<file path="config.mk">
export PLATFORM = sky130hd
export DESIGN_NAME = txn_arbiter
export DESIGN_NICKNAME = d
export VERILOG_FILES = /design/src/rtl/soric_inter_pkg.sv /design/src/rtl/rr_pick.sv /design/src/rtl/txn_arbiter.sv
export SDC_FILE = /design/constraint.sdc
export NUM_CORES = 1
export LEC_CHECK = 0
export ABC_CLOCK_PERIOD_IN_PS = 2000
export CORE_MARGIN = 5
export CORE_UTILIZATION = 35
export DETAILED_ROUTE_END_ITERATION = 7
export HOLD_SLACK_MARGIN = 0.05
export PLACE_DENSITY = 0.71
export SYNTH_ARGS = -nofsm -noshare
export SYNTH_HDL_FRONTEND = slang
export SYNTH_SLANG_ARGS = --single-unit
</file>
<file path="constraint.sdc">
create_clock -name clk -period 2 [get_ports clk]
set_input_delay 0.3 -clock clk [delete_from_list [all_inputs] [get_ports clk]]
set_output_delay 0.3 -clock clk [all_outputs]
set_load 0.1 [all_outputs]
</file>
<file path="src/rtl/soric_inter_pkg.sv">
// Shared types for the SoRIC interconnect arbiters: FSM state encoding and
// the select-width helper used to size owner/pointer indices.
package soric_inter_pkg;

   typedef enum logic [1:0] {
      ST_IDLE = 2'd0,
      ST_REQ  = 2'd1,
      ST_RESP = 2'd2
   } arb_state_e;

   function automatic int sel_width(input int n);
      return (n > 1) ? $clog2(n) : 1;
   endfunction

endpackage

</file>
<file path="src/rtl/rr_pick.sv">
// Combinational rotate-priority picker: first set request bit scanning
// ptr, ptr+1, ... modulo NUM_PORTS.
module rr_pick #(
   parameter int NUM_PORTS = 4,
   parameter int SEL_WIDTH = 2
) (
   input  logic [NUM_PORTS-1:0] request,
   input  logic [SEL_WIDTH-1:0] ptr,
   output logic                 valid,
   output logic [SEL_WIDTH-1:0] index
);

   function automatic logic [SEL_WIDTH-1:0] rot_idx(input logic [SEL_WIDTH-1:0] p, input int off);
      int s;
      s = int'(p) + off;
      if (s >= NUM_PORTS) s = s - NUM_PORTS;
      return SEL_WIDTH'(s);
   endfunction

   // Scan from the far end so the closest candidate to ptr is written last.
   always_comb begin
      valid = 1'b0;
      index = ptr;
      for (int i = NUM_PORTS - 1; i >= 0; i--) begin
         if (request[rot_idx(ptr, i)]) begin
            valid = 1'b1;
            index = rot_idx(ptr, i);
         end
      end
   end

endmodule

</file>
<file path="src/rtl/txn_arbiter.sv">
// Transaction-holding round-robin arbiter for one SRAM-style slave port.
// Optional response watchdog enabled by defining TXN_ARB_TIMEOUT_EN.
module txn_arbiter
   import soric_inter_pkg::*;
#(
   parameter int NUM_PORTS      = 4,
   parameter int SEL_WIDTH      = sel_width(NUM_PORTS),
   parameter int TIMEOUT_CYCLES = 255,
   parameter int TO_WIDTH       = 8
) (
   input  logic                 clk,
   input  logic                 reset,
   input  logic [NUM_PORTS-1:0] request_i,
   input  logic                 slave_gnt_i,
   input  logic                 slave_rvalid_i,
   output logic [NUM_PORTS-1:0] grant_o,
   output logic [SEL_WIDTH-1:0] select_o,
   output logic                 active_o,
   output logic                 timeout_o
);

   if (NUM_PORTS < 2 || TIMEOUT_CYCLES >= (1 << TO_WIDTH)) begin : g_bad_cfg
      $error("txn_arbiter: unsupported NUM_PORTS / TIMEOUT_CYCLES / TO_WIDTH combination");
   end

   arb_state_e           state_q, state_d;
   logic [SEL_WIDTH-1:0] owner_q, owner_d;
   logic [SEL_WIDTH-1:0] ptr_q, ptr_d;
   logic [SEL_WIDTH-1:0] next_ptr;
   logic [SEL_WIDTH-1:0] pick_ptr;
   logic [SEL_WIDTH-1:0] pick_index;
   logic                 pick_valid;
   logic                 timeout_hit;

   assign next_ptr = (owner_q == SEL_WIDTH'(NUM_PORTS - 1)) ? '0 : owner_q + SEL_WIDTH'(1);

   // One picker serves both the idle pick and the release re-pick.
   assign pick_ptr = (state_q == ST_IDLE) ? ptr_q : next_ptr;

   rr_pick #(
      .NUM_PORTS(NUM_PORTS),
      .SEL_WIDTH(SEL_WIDTH)
   ) u_pick (
      .request(request_i),
      .ptr    (pick_ptr),
      .valid  (pick_valid),
      .index  (pick_index)
   );

`ifdef TXN_ARB_TIMEOUT_EN
   logic [TO_WIDTH-1:0] wdog_q, wdog_d;

   assign timeout_hit = (state_q == ST_RESP) && (wdog_q == TO_WIDTH'(TIMEOUT_CYCLES));
   assign timeout_o   = timeout_hit;
`else
   assign timeout_hit = 1'b0;
   assign timeout_o   = 1'b0;
`endif

   always_comb begin
      state_d = state_q;
      owner_d = owner_q;
      ptr_d   = ptr_q;
`ifdef TXN_ARB_TIMEOUT_EN
      wdog_d  = wdog_q;
`endif
      case (state_q)
         ST_IDLE: begin
            if (pick_valid) begin
               owner_d = pick_index;
               state_d = ST_REQ;
            end
         end
         ST_REQ: begin
            if (!request_i[owner_q]) begin
               ptr_d   = next_ptr;
               owner_d = pick_valid ? pick_index : owner_q;
               state_d = pick_valid ? ST_REQ : ST_IDLE;
            end else if (slave_gnt_i) begin
               state_d = ST_RESP;
`ifdef TXN_ARB_TIMEOUT_EN
               wdog_d  = '0;
`endif
            end
         end
         ST_RESP: begin
            if (slave_rvalid_i || timeout_hit) begin
               ptr_d   = next_ptr;
               owner_d = pick_valid ? pick_index : owner_q;
               state_d = pick_valid ? ST_REQ : ST_IDLE;
            end else begin
`ifdef TXN_ARB_TIMEOUT_EN
               wdog_d = wdog_q + TO_WIDTH'(1);
`endif
            end
         end
         default: state_d = ST_IDLE;
      endcase
   end

   always_ff @(posedge clk or posedge reset) begin
      if (reset) begin
         state_q <= ST_IDLE;
         owner_q <= '0;
         ptr_q   <= '0;
      end else begin
         state_q <= state_d;
         owner_q <= owner_d;
         ptr_q   <= ptr_d;
      end
   end

`ifdef TXN_ARB_TIMEOUT_EN
   always_ff @(posedge clk or posedge reset) begin
      if (reset) wdog_q <= '0;
      else       wdog_q <= wdog_d;
   end
`endif

   // Outputs decode registered state only, so reset clears the grant at once.
   always_comb begin
      grant_o = '0;
      if (state_q != ST_IDLE) grant_o[owner_q] = 1'b1;
   end

   assign select_o = owner_q;
   assign active_o = |grant_o;

endmodule

</file>
=== Word level (Yosys, flattened, before mapping) ===
Index checks and enable logic that the tools add are counted.

* Input port bits: 8
* Output and inout bits: 8
* Register bits after elaboration: 6

* Add/subtract/negate cells: 8
* Magnitude comparators: 10
* Reduce and logical (&&, ||, !) cells: 9
* Mux-type cells: 40
* Eq/ne operators: 7

{| class="wikitable"
|+ Operators by type and width
! operator !! number
|-
| $mux W2 || 19
|-
| $lt A2 B3 Y1 const B || 5
|-
| $pmux W2 S3 || 2
|-
| $mux W1 || 11
|-
| $bmux W1 S2 || 5
|-
| $ge A3 B3 Y1 const B || 3
|-
| $reduce_and A3 Y1 || 3
|-
| $sub A2 B1 Y2 const B || 4
|-
| $add A2 B2 Y3 const B || 2
|-
| $ne A2 B2 Y1 const B || 3
|-
| $eq A2 B2 Y1 const B || 2
|-
| $mux W4 || 1
|-
| $pmux W2 S2 || 1
|-
| $reduce_bool A2 Y1 || 2
|-
| $reduce_or A4 Y1 || 1
|-
| $add A2 B1 Y3 const B || 1
|-
| $ge A2 B3 Y1 const B || 1
|-
| $ne A3 B3 Y1 const B || 1
|-
| $reduce_bool A3 Y1 || 1
|-
| $add A2 B1 Y2 const B || 1
|-
| $demux W1 S2 || 1
|-
| $eq A2 B1 Y1 const B || 1
|-
| $ge A2 B1 Y1 const B || 1
|-
| $logic_not A2 Y1 || 1
|-
| $logic_and A1 B1 Y1 || 1
|}

=== Depth between registers and ports, before layout ===
Gate-level depths: netlist of the first run.

* Word-level depth: 15
* Gate-level depth with buffers: 6
* Depth with buffers taken out: 6

=== Cells and area by module ===
From an unflattened synthesis of the first run, not the netlist that was laid out.

* Cells, all modules: 67
* Area total of the unflattened synthesis: 585.6 sq um

{| class="wikitable"
|+ Modules (own cells, without submodules)
! module !! instances !! seq. area each (sq um) !! cells an instance !! area each (sq um)
|-
| txn_arbiter || 1 || 150.1 || 51 || 485.5
|-
| rr_pick || 1 || 0.0 || 16 || 100.1
|}

=== Worst setup path before layout of the first run ===
No wires, ideal clock.

* Path kind: register to output
* From: register owner_q[0], in the netlist select_o[0]
* To: output port active_o
* Path slack: -1.255 ns
* Cell stages (with the launch flop): 5
* Data required time: 1.700 ns
* Data arrival time: 2.955 ns
* Buffers on the path: 0
* Path through: dfrtp_1 > inv_1 > ha_1 > and2_1 > or4_1

* Cells in the longest elaborated chain, start to end: 6
* Elaborated cells between the ends (all ways): 7
* Classes of those cells: order compare (2); mux (3); reduce/logical (2)

{| class="wikitable"
|+ Ends and longest elaborated chain
! what !! line !! text
|-
| start: declaration || txn_arbiter.sv:27 || <nowiki>logic [SEL_WIDTH-1:0] owner_q, owner_d;</nowiki>
|-
| start signal: assignment || txn_arbiter.sv:108 || <nowiki>owner_q <= owner_d;</nowiki>
|-
| $lt A2 B3 Y1 (implied by the code) / $ge A2 B1 Y1 (equally long branches) || txn_arbiter.sv:123 || <nowiki>if (state_q != ST_IDLE) grant_o[owner_q] = 1'b1;</nowiki>
|-
| $logic_and A1 B1 Y1 (implied by the code) || txn_arbiter.sv:123 ||
|-
| $mux W1 (implied by the code) || txn_arbiter.sv:123 ||
|-
| $demux W1 S2 (*) || txn_arbiter.sv:123 ||
|-
| $mux W4 (*) || txn_arbiter.sv:123 ||
|-
| named net grant_o[2] || txn_arbiter.sv:16 || <nowiki>output logic [NUM_PORTS-1:0] grant_o,</nowiki>
|-
| $reduce_or A4 Y1 (*) || txn_arbiter.sv:127 || <nowiki>assign active_o = |grant_o;</nowiki>
|-
| end: declaration || txn_arbiter.sv:18 || <nowiki>output logic active_o,</nowiki>
|}

The timed path passes the listed nets; every way through them passes the cells marked *.

=== Worst setup path in the final report of the first run ===
* From: register owner_q[0], in the netlist select_o[0]
* To: output port active_o

* Cells in the longest elaborated chain, start to end: 6
* Elaborated cells between the ends (all ways): 7
* Classes of those cells: order compare (2); mux (3); reduce/logical (2)

{| class="wikitable"
|+ Ends and longest elaborated chain
! what !! line
|-
| $lt A2 B3 Y1 (implied by the code) / $ge A2 B1 Y1 (equally long branches) || txn_arbiter.sv:123
|-
| $logic_and A1 B1 Y1 (implied by the code) || txn_arbiter.sv:123
|-
| $mux W1 (implied by the code) || txn_arbiter.sv:123
|-
| $demux W1 S2 (*) || txn_arbiter.sv:123
|-
| $mux W4 (*) || txn_arbiter.sv:123
|-
| $reduce_or A4 Y1 (*) || txn_arbiter.sv:127
|}

Every way passes the cells marked *; elsewhere a longest branch is shown, timed or not.

==> results.py, run 1 <==
metrics = {
    "clock_tree": {
        "clock-sinks": 6,
        "holdBufCountCts": 0,
        "cts.reportedPaths.clkPinSlew_ns": 0.05,
        "cts_tree": "built",
        "cts.path.max_buffers": 2,
        "h-tree-depth": 1,
        "cts-root-buf": "clkbuf_4",
        "clk_latency_ns": 0.24,
        "cts_inserted_buffers": 3,
    },
    "worst_hold_path": {
        "hold_class": "primary input to asynchronous set/reset pin",
    },
    "synthesis": {
        "syn_area_um2": 589,
        "synth_area_leaders": "dfrtp_1, ha_1, inv_1",
        "synth_top_area_share_pct": 25.5,
        "yosysSeqAreaShare_pct": 25.5,
        "async_flop_share_pct": 100,
        "yosys.area.top_type": "dfrtp_1",
        "yosysWarnings": 0,
        "syn_avg_cell_area_um2": 8.30,
        "synth-seq-cells": 6,
        "syn_nets": 83,
        "synth_cells": 71,
        "synth_flop_cell": "dfrtp_1",
        "synth_edf_count": 0,
        "ys_types": 36,
    },
    "worst_setup_path": {
        "reg2reg_slack_ns": -0.07,
        "ff2ff_path_depth": 6,
        "worst_path_largest_cell_delay_ns": 0.54,
        "cpMaxStageDelayCell": "or4_4",
        "cp-start-kind": "register",
        "cp-end-kind": "output port",
        "worst-path-max-fanout": 6,
        "path_cells": "inv_4 > ha_4 > and2_4 > or4_4 > buf_12",
        "critical_path_class": "register to output port",
        "critPathRequiredTime_ns": 1.70,
        "regToRegEndpoint": "ptr_q[1]",
        "worstReg2RegStart": "select_o[0]",
        "crit_arrival_ns": 1.80,
    },
    "outcome": {
        "violations": "setup timing",
        "outcome": "finished, violations left",
    },
    "global_routing": {
        "grt_max_degree": 12,
        "overflow": 0,
        "grt_util_all_layers_pct": 14.2,
        "antenna_found_initial": 0,
        "grt_pass1_vias": 645,
        "grt_pass1_wl_um": 2810,
    },
    "layout": {
        "antenna_cells": 0,
        "final_cell_mix": "buf_4, clkdlybuf4s50_1, nor2_1",
        "area_delta_synth_final_pct": 77.3,
        "final_layout_size_suffix_gt1_share_pct": 47.1,
        "nNetsFinal": 115,
        "final_common_cell": "buf_4",
    },
    "floorplanning": {
        "fp.coreArea_um2": 1560,
        "die_h_um": 51.0,
        "die_width_um": 51.0,
        "die-area_um2": 2600,
        "rows": 14,
        "io_pins": 16,
        "start_util_pct": 37.8,
    },
    "job": {
        "drv_cap": 0,
    },
    "route": {
        "drcViolationCount": 0,
        "wl_per_cell_um": 14.9,
        "wl_um": 1760,
        "drt_iter0_drc": 12,
        "firstDrtPassIters": 3,
        "ant_nets": 0,
        "route.vias.total": 663,
        "via_per_inst": 5.62,
    },
    "sta": {
        "slew_headroom_pct": 44.6,
        "finalCriticalPeriod_ns": 2.10,
        "hold_viol": 0,
        "rsz0062_at_grt": "true",
        "period_share_pct": 105,
        "fmax_mhz": 477,
        "skew_ns": 0.00278,
        "worst_slew_pin_slew_ns": 0.824,
        "maxSlewViolCount": 0,
        "setup_ws_ns": -0.0976,
        "finalSetupViolCount": 5,
    },
    "place": {
        "post-place-ws_ns": -0.0838,
        "gp_congestion": 0.766,
        "port_buffers": 14,
        "dp_hpwl_um": 1280,
    },
}
-- sequential cells by signal, indices dropped and copies added (netlist names) --
| name | flops |
|---|---|
| ptr_q | 2 |
| select_o | 2 |
| state_q | 2 |
-- per-layer routing --
layer	wire length [um]	track usage (%)	vias to the layer above	part of all wire (%)
met5	0	0	-	0
li1	-	-	320	-
met3	89	4.36	4	5.1
met4	44	6.28	0	2.5
met1	678	14.4	319	39
met2	947	26.4	20	54
-- cell families (layout without fill, tap and decap cells) --
logic type	Yosys count	after routing	synth area share [%]
compound gates	22	22	27.8
simple gates	25	25	24.0
fa+ha+maj	4	4	8.49
buf+inv	11	42	7.86
flops	6	6	25.5
mux	2	2	5.73
other cells	1	1	0.636
-- critical path, delay by kind of cell, from the launching register on --
kind	cells	cell delay, ns
adder cells (fa/ha/maj)	1	0.15
AND/OR/NAND/NOR	2	0.67
buffers and inverters	2	0.24
flip-flops	1	0.49
-- worst max path at each step --
stage                     slack, ns  depth (start not counted)         start        to
after floorplan               -0.16                          4   select_o[1]  active_o
after global placement        -0.04                          5  request_i[3]  ptr_q[1]
after detailed placement      -0.08                          5  request_i[3]  ptr_q[1]
after CTS                      -0.1                          5   select_o[0]  active_o
after global routing          -0.14                          5   select_o[0]  active_o
final                          -0.1                          5   select_o[0]  active_o
-- layout make-up --
cell class	count	area [um^2]
fill	119	514
tap	16	20.0
timing repair buffer	31	317
clock buffer	4	26.3
multi-input combinational	54	493
inverter	7	31.3
sequential	6	158
-- through the flow --
| stage | instances | utilization (%) | area [um^2] | setup TNS, ns | hold slack, ns |
|---|---|---|---|---|---|
| 2_1_floorplan | 71 | - | 648 | -0.225 | 0.0910 |
| 3_3_place_gp | 106 | 57.7 | 900 | -0.0918 | 0.498 |
| 3_5_place_dp | 106 | 57.7 | 900 | -0.257 | 0.506 |
| 4_1_cts | 115 | 64.0 | 997 | -0.106 | 0.270 |
| 5_1_grt | 118 | 67.0 | 1040 | -0.542 | 0.270 |
| 6_report | 118 | 67.0 | 1040 | -0.311 | 0.269 |
-- cells in the mapped netlist, types with 3 or more instances --
| cell | instances |
|---|---|
| o21ai_0 | 3 |
| nor2_1 | 6 |
| a211oi_1 | 3 |
| ha_1 | 4 |
| and2_1 | 4 |
| inv_1 | 7 |
| dfrtp_1 | 6 |
| o21a_1 | 3 |
-- timing repair --
action / in CTS / in global routing
endpoints found under the hold margin: 0 / 0
gates resized for setup: 6 / 6
setup endpoints to repair: 1 / 5
buffers inserted: 5 / 3
pin swaps: 4 / 3
Power of run 1 is left out: the tool's default activity adds up to more than one toggle a clock period on the data nets, which glitch-free logic cannot reach.
==> run 2: changes to the inputs <==
DONT_BUFFER_PORTS = 1   (was default)
PLACE_DENSITY = 0.59   (was 0.71)
==> run 2 against run 1 <==
The run still ends with setup timing left. Design area down 22%. Sequential share of layout area increased by 4.2 points. Register-to-register slack better by 0.10 ns. Hold slack worse by 0.11 ns. Maximum frequency is 1.3% higher. First-iteration DRC count shrank 8.3%. Critical endpoint unchanged.
==> results.py, run 2 (same netlist as run 1, synthesis figures left out) <==
metrics = {
    "outcome": {
        "outcome": "finished, violations left",
        "violations": "setup timing",
    },
    "layout": {
        "antenna_cells": 0,
        "final_common_cell": "buf_4",
        "nNetsFinal": 99,
        "area_delta_synth_final_pct": 38.6,
        "final_cell_mix": "buf_4, nor2_1, inv_1",
        "final_area_um2": 817,
        "final_layout_size_suffix_gt1_share_pct": 43.5,
    },
    "route": {
        "via_per_inst": 5.92,
        "firstDrtPassIters": 4,
        "wl_um": 1540,
        "ant_nets": 0,
        "wl_per_cell_um": 15.3,
        "drt_iter0_drc": 11,
        "route.vias.total": 598,
        "drcViolationCount": 0,
    },
    "worst_hold_path": {
        "hold_class": "primary input to register",
    },
    "clock_tree": {
        "h-tree-depth": 1,
        "cts.reportedPaths.clkPinSlew_ns": 0.04,
        "clock-sinks": 6,
        "clk_latency_ns": 0.25,
        "cts_inserted_buffers": 3,
        "cts.path.max_buffers": 2,
        "cts_tree": "built",
        "cts-root-buf": "clkbuf_4",
    },
    "worst_setup_path": {
        "critPathRequiredTime_ns": 1.70,
        "path_cells": "ha_4 > and2_4 > or4_4",
        "worst-path-max-fanout": 6,
        "cp-end-kind": "output port",
        "crit_arrival_ns": 1.77,
        "path_delay_family": "simple AND/OR/NAND/NOR gates",
        "worst_path_largest_cell_delay_ns": 0.71,
        "cp-start-kind": "register",
        "cpMaxStageDelayCell": "or4_4",
        "critical_path_class": "register to output port",
        "critPathBufInv": 0,
    },
    "sta": {
        "skew_ns": 0.00626,
        "hold_viol": 0,
        "setup_ws_ns": -0.0700,
        "fmax_mhz": 483,
        "slew_headroom_pct": 64.3,
        "period_share_pct": 103,
        "maxSlewViolCount": 0,
        "finalSetupViolCount": 1,
        "rsz0062_at_grt": "true",
        "finalCriticalPeriod_ns": 2.07,
        "worst_slew_pin_slew_ns": 0.531,
        "holdWs_ns": 0.158,
    },
    "floorplanning": {
        "rows": 14,
        "die_width_um": 51.0,
        "io_pins": 16,
        "die-area_um2": 2600,
        "start_util_pct": 37.8,
        "die_h_um": 51.0,
        "fp.coreArea_um2": 1560,
    },
    "place": {
        "dp_hpwl_um": 1190,
        "port_buffers": 0,
        "place_area_um2": 707,
        "gp_congestion": 0.920,
    },
    "job": {
        "drv_cap": 0,
    },
    "global_routing": {
        "grt_pass1_vias": 592,
        "grt_util_all_layers_pct": 13.2,
        "grt_pass1_wl_um": 2640,
        "antenna_found_initial": 0,
        "overflow": 0,
        "grt_max_degree": 12,
    },
}
==> run 2: changes by cell type in the layout (fill, tap and decap cells not counted), sizes merged <==
| cell | previous run | this run |
|---|---|---|
| clkbuf | 4 | 3 |
| dlygate4sd3 | 0 | 1 |
| buf | 24 | 14 |
| clkdlybuf4s50 | 7 | 0 |
==> run 2: repair_timing <==
item                                    4_1_cts  5_1_grt
endpoints found under the setup margin        1        4
hold buffers                                  1        0
resized for setup                             4        4
setup buffers                                 4        2
endpoints found under the hold margin         6        0
pin swaps                                     2        4
gates cloned                                  0        0
==> run 2: metrics by stage <==
step,setup TNS [ns],setup WS [ns],util (%),cells
floorplan,-0.225,-0.155,-,71
global placement,0,0.0346,45.3,91
detailed placement,0,0.0870,45.3,91
CTS,-0.0777,-0.0777,50.5,99
global route,-0.143,-0.102,52.4,101
finish,-0.0700,-0.0700,52.4,101
==> run 2: path summary, 6_finish.rpt <==
kind	start	to	slack, ns	cells after the start
max	select_o[1]	active_o	-0.07	3
max reg2reg	select_o[0]	ptr_q[1]	0.03	5
min	slave_gnt_i	state_q[0]	0.16	1
max in group asynchronous	reset	select_o[1]	1.35	2
min in group asynchronous	reset	ptr_q[0]	0.41	2
min reg2reg	ptr_q[1]	ptr_q[1]	0.55	1
==> run 2: final cells by class <==
| cell class | count | area [um^2] |
|---|---|---|
| Fill cell | 154 | 742 |
| Inverter | 7 | 31.3 |
| Tap cell | 16 | 20.0 |
| Clock buffer | 3 | 22.5 |
| Multi-Input combinational cell | 54 | 470 |
| Sequential cell | 6 | 158 |
| Timing Repair Buffer | 15 | 115 |
==> run 2: per-layer routing <==
| metal | GRT usage (%) | up-vias | share of wire, % |
|---|---|---|---|
| met3 | 2.91 | 0 | 7.1 |
| li1 | - | 291 | - |
| met4 | 6.28 | 0 | 0 |
| met2 | 20.4 | 15 | 49 |
| met1 | 17.3 | 292 | 44 |
| met5 | 0 | - | 0 |
==> run 2: worst reg2reg max path, cell delays in order, from the launching register on <==
cell	delay, ns
dfrtp_4	0.47
buf_4	0.14
mux4_2	0.53
or2_4	0.26
o21ai_2	0.13
mux2_1	0.32
Power of run 2 is left out for the same reason.
